**src/rtl/mult_pkg.sv**
```systemverilog
// Shared types for the repeated-addition multiplier: controller state encoding
// and the datapath width.
package mult_pkg;

    localparam int DATA_W = 16;

    typedef enum logic [2:0] {
        IDLE   = 3'd0,
        LOAD_A = 3'd1,
        LOAD_B = 3'd2,
        ADD    = 3'd3,
        DONE   = 3'd4,
        ERR    = 3'd5
    } state_e;

endpackage

```
**src/rtl/mult_rep_add_ctrl.sv**
```systemverilog
// Control FSM for the repeated-addition multiplier: captures A then B from the
// shared bus, strobes P <= P + A / B-- until eqz, with abort and a watchdog.
module mult_rep_add_ctrl
    import mult_pkg::*;
#(
    parameter int           W        = DATA_W,
    parameter logic [W-1:0] MAX_ITER = {W{1'b1}}
) (
    input  logic         clk,
    input  logic         rst_n,
    input  logic         start,
    input  logic         abort,
    input  logic         in_valid,
    input  logic         eqz,
    output logic         in_ready,
    output logic         LdA,
    output logic         LdB,
    output logic         LdP,
    output logic         clrP,
    output logic         decB,
    output logic         busy,
    output logic         done,
    output logic         err,
    output logic [W-1:0] iter_cnt
);

    state_e       state_q, state_d;
    logic [W-1:0] iter_cnt_q, iter_cnt_d;

    always_ff @(posedge clk) begin
        if (!rst_n) begin
            state_q    <= IDLE;
            iter_cnt_q <= '0;
        end else begin
            state_q    <= state_d;
            iter_cnt_q <= iter_cnt_d;
        end
    end

    always_comb begin
        state_d    = state_q;
        iter_cnt_d = iter_cnt_q;
        in_ready   = 1'b0;
        LdA        = 1'b0;
        LdB        = 1'b0;
        LdP        = 1'b0;
        clrP       = 1'b0;
        decB       = 1'b0;
        busy       = 1'b0;
        done       = 1'b0;
        err        = 1'b0;

        case (state_q)
            IDLE: begin
                if (start) begin
                    state_d    = LOAD_A;
                    iter_cnt_d = '0;
                end
            end
            LOAD_A: begin
                busy     = 1'b1;
                in_ready = 1'b1;
                LdA      = in_valid;
                if (in_valid) state_d = LOAD_B;
            end
            LOAD_B: begin
                busy     = 1'b1;
                in_ready = 1'b1;
                LdB      = in_valid;
                clrP     = in_valid;
                if (in_valid) state_d = ADD;
            end
            ADD: begin
                busy = 1'b1;
                // eqz is checked first so B=0 never adds and B never wraps
                if (eqz) begin
                    state_d = DONE;
                end else if (iter_cnt_q < MAX_ITER) begin
                    LdP        = 1'b1;
                    decB       = 1'b1;
                    iter_cnt_d = iter_cnt_q + W'(1);
                end else begin
                    state_d = ERR;
                end
            end
            DONE: begin
                busy    = 1'b1;
                done    = 1'b1;
                state_d = IDLE;
            end
            ERR: begin
                err = 1'b1;
                if (start) begin
                    state_d    = LOAD_A;
                    iter_cnt_d = '0;
                end
            end
            default: state_d = IDLE;
        endcase

        // Abort overrides everything except in IDLE, where start must win
        if (abort && (state_q != IDLE)) begin
            state_d    = IDLE;
            iter_cnt_d = iter_cnt_q;
            in_ready   = 1'b0;
            LdA        = 1'b0;
            LdB        = 1'b0;
            LdP        = 1'b0;
            clrP       = 1'b0;
            decB       = 1'b0;
            done       = 1'b0;
        end
    end

    assign iter_cnt = iter_cnt_q;

endmodule

```
**config.mk**
```make
export PLATFORM = sky130hd
export DESIGN_NAME = mult_rep_add_ctrl
export DESIGN_NICKNAME = d
export VERILOG_FILES = /design/src/rtl/mult_pkg.sv /design/src/rtl/mult_rep_add_ctrl.sv
export SDC_FILE = /design/constraint.sdc
export NUM_CORES = 1
export LEC_CHECK = 0
export ABC_AREA = 1
export ABC_CLOCK_PERIOD_IN_PS = 1700
export BUFFER_PORTS_ARGS = -buffer_cell sky130_fd_sc_hd__buf_2
export CAP_MARGIN = 15
export CORE_AREA = 5 5 57 59
export CTS_CLUSTER_SIZE = 8
export DETAILED_ROUTE_END_ITERATION = 8
export DIE_AREA = 0 0 62 64
export PLACE_DENSITY = 0.76
export SLEW_MARGIN = 20
export SYNTH_ARGS = -nofsm -noshare
export SYNTH_HDL_FRONTEND = slang
export SYNTH_SLANG_ARGS = --single-unit
export TNS_END_PERCENT = 50
```
**constraint.sdc**
```tcl
create_clock -name clk -period 1.7 [get_ports clk]
set_input_delay 0.255 -clock clk [delete_from_list [all_inputs] [get_ports clk]]
set_output_delay 0.255 -clock clk [all_outputs]
set_load 0.005 [all_outputs]
```
==> run metrics <==
clk buf depth=2; top_reg_cell synth=dfxtp_1; GPL Wtd Cong=0.927; chip height=64 microns; Die ar.=3970 sq um; fin. max-slew vios=0; Static Leak=0.858 nW; most frequent cell after synthesis=nand2_1; Initial Util=51.4%; Seq pwr share=24.2%; Area Growth Syn to Fin=33.2%; worst-skew pair later-pin latency=300 ps; clk slew on worst S/H paths=110 ps; Overflow after GRT=0; clk_skew=8.80 ps; Seq/Total Area, Yosys=27.8%; Layout Cell Area excl Fill=1820 sq um; synth top area cells=dfxtp_1 (28%), nand2_1 (16%), nand3_1 (13%); Critical Path AT=1440 ps; TritonCTS clock tree=built; worst path cell trace=ha_4, nand2_4, nor2_4, nand2_2, o21ai_4, nor2_2, buf_2; Post-DP Area=1620 sq um; RSZ-0062 raised after global routing=yes; Crit-path slowest cell=dfxtp_2; final setup fails=0; CTS hold repair buffers=0; crit path time final=1690 ps; Worst Max-Slew Pin Slew=373 ps; Cell Rows=19; met3 GRT Util=3.22%; DRT Pass-1 Iters=5; dpl hpwl=2680 microns; Cell variety after synth=26; vias=1614; H-tree lvl count=1; endpoints failing hold=0; CP Buf/Inv Count=1; core area=2660 sq um; Comb power frac=66.9%; first-pass GRT wire length=5930 microns; clock share of power=8.9%; final wirelength=3670 microns; crit path max fanout=4; DRC errors left=0; PortBufs=30; critical path class=flop to output pin; Post-synth EDFFs=0; Syn Area/Cell=5.95 sq um; slew margin rel.=75.0%; CP Capture Type=output pin; FF+latch count, synth=19; TritonCTS buffer count=3; Worst path max stage delay=370 ps; max-cap viol count=0; sw power=1.22 mW; status=complete, no violations; total I/O pin count=31; Setup crit start kind=flop; # nets final=288; antenna violations before repair=0; area leader, netlist=dfxtp_1; cell-internal power=1.33 mW; root buf cell=clkbuf_4; worst path required time=1440 ps; post-synth net total=237; cells after synthesis=230; kind of cell adding the most delay to the critical path=flip-flops; met1 Use GR=23.7%; Net Sw Frac=47.8%; pin count of the biggest net entering global routing=16; vias in the first global route=1446; Final period util=99.5%; Most Crowded Layer GR=met2; share of layout cells above drive strength 1=31.1%; Hold Crit Class=primary input to flop; Die Wd=62 microns; Post-Syn Area=1370 sq um; Power Dens Cells=1400 nW/um^2; VDD IR-drop max=1190 uV; DR WL/cell=11.8 microns; top-area cell type share of the netlist area=27.8%; met2 usage=32.0%; top cells by count, synth=nand2_1 (58), nor2_1 (45), nand3_1 (35); n_diodes=0; 1st-iter DRT viols=101; Async S/R FF share, synth=0%; GRT Overall Usage=18.9%; post-layout power=2.56 mW; fmax=591 MHz; clock sink total=19; Via density=5.19; Hold Slack=263 ps; Antenna Nets Post-Route=0; synth warn=0
## state kept, by name, indices dropped and copies added, names as in the netlist
name      count
iter_cnt     16
state_q       3
## metrics by stage
step	cells	TNS [ps]	setup slack [ps]	utilization [%]
2_1_floorplan	230	0	136	-
3_3_place_gp	298	0	98.2	60.9
3_5_place_dp	298	0	15.3	60.9
4_1_cts	304	0	5.25	62.6
5_1_grt	311	-177	-74.9	68.4
6_report	311	0	8.43	68.4
## what timing repair did
action / CTS / global route
pin swaps: 1 / 5
setup buffers: 2 / 6
gates cloned: 0 / 1
setup endpoints to repair: 5 / 21
resized for setup: 3 / 22
## cell type report
class                      instances  area (sq um)
multi-input combinational        177           913
timing repair buffer              51           340
clock buffer                       4          26.3
fill                             256           841
tap                               31          38.8
sequential                        19           392
inverter                          29           111
## final timing paths
check / from / endpoint / slack (ps) / cells after the start
hold / removal: rst_n / iter_cnt[2]$_SDFFE_PN0P_ / 260 / 3
setup / recovery: iter_cnt[1]$_SDFFE_PN0P_ / LdP / 8 / 7
hold reg to reg: iter_cnt[14]$_SDFFE_PN0P_ / iter_cnt[14]$_SDFFE_PN0P_ / 500 / 2
setup reg to reg: iter_cnt[1]$_SDFFE_PN0P_ / iter_cnt[4]$_SDFFE_PN0P_ / 100 / 10
## layer usage
| metal | vias up | routed length (microns) |
|---|---|---|
| li1 | 831 | - |
| met1 | 697 | 1550 |
| met2 | 70 | 1710 |
| met3 | 16 | 305 |
| met4 | 0 | 102 |
| met5 | - | 0 |
## cells by family after synthesis
logic type,after synthesis,synth area share (%)
and+or+nand+nor,158,51.2
AOI/OAI and AO/OA,15,7.41
buffers and inverters,35,11.3
xor gates and xnor gates,2,1.28
adders and majority gates,1,0.915
DFF,19,27.8
## power groups by stage
stage	clock network [mW]	logic, mW	registers (mW)
2_1_floorplan	0	1.00	0.605
3_3_place_gp	0	1.38	0.595
3_5_place_dp	0	1.40	0.597
4_1_cts	0.239	1.42	0.589
5_1_grt	0.256	1.90	0.630
6_report	0.229	1.71	0.619
## worst reg2reg max path, cell delays in order (launching register included)
cell and delay (ps):
dfxtp_2 370, ha_4 150, nand2_4 70, nor2_4 120, nand2_2 80, o21ai_4 170, buf_6 140, nand2_8 70
buf_4 170, nand3_1 80, a21oi_1 70
## cell usage in the layout (no fill, tap or decap), drive strengths merged
master	instances
inv	29
nor2	48
ha	1
dfxtp	19
a21oi	10
o21ai	5
nand3	35
xnor2	1
clkbuf	4
nand4	3
xor2	1
or2	2
buf	51
nand2	65
nor4	1
nor3	5
Power figures use the tool's default switching activity.
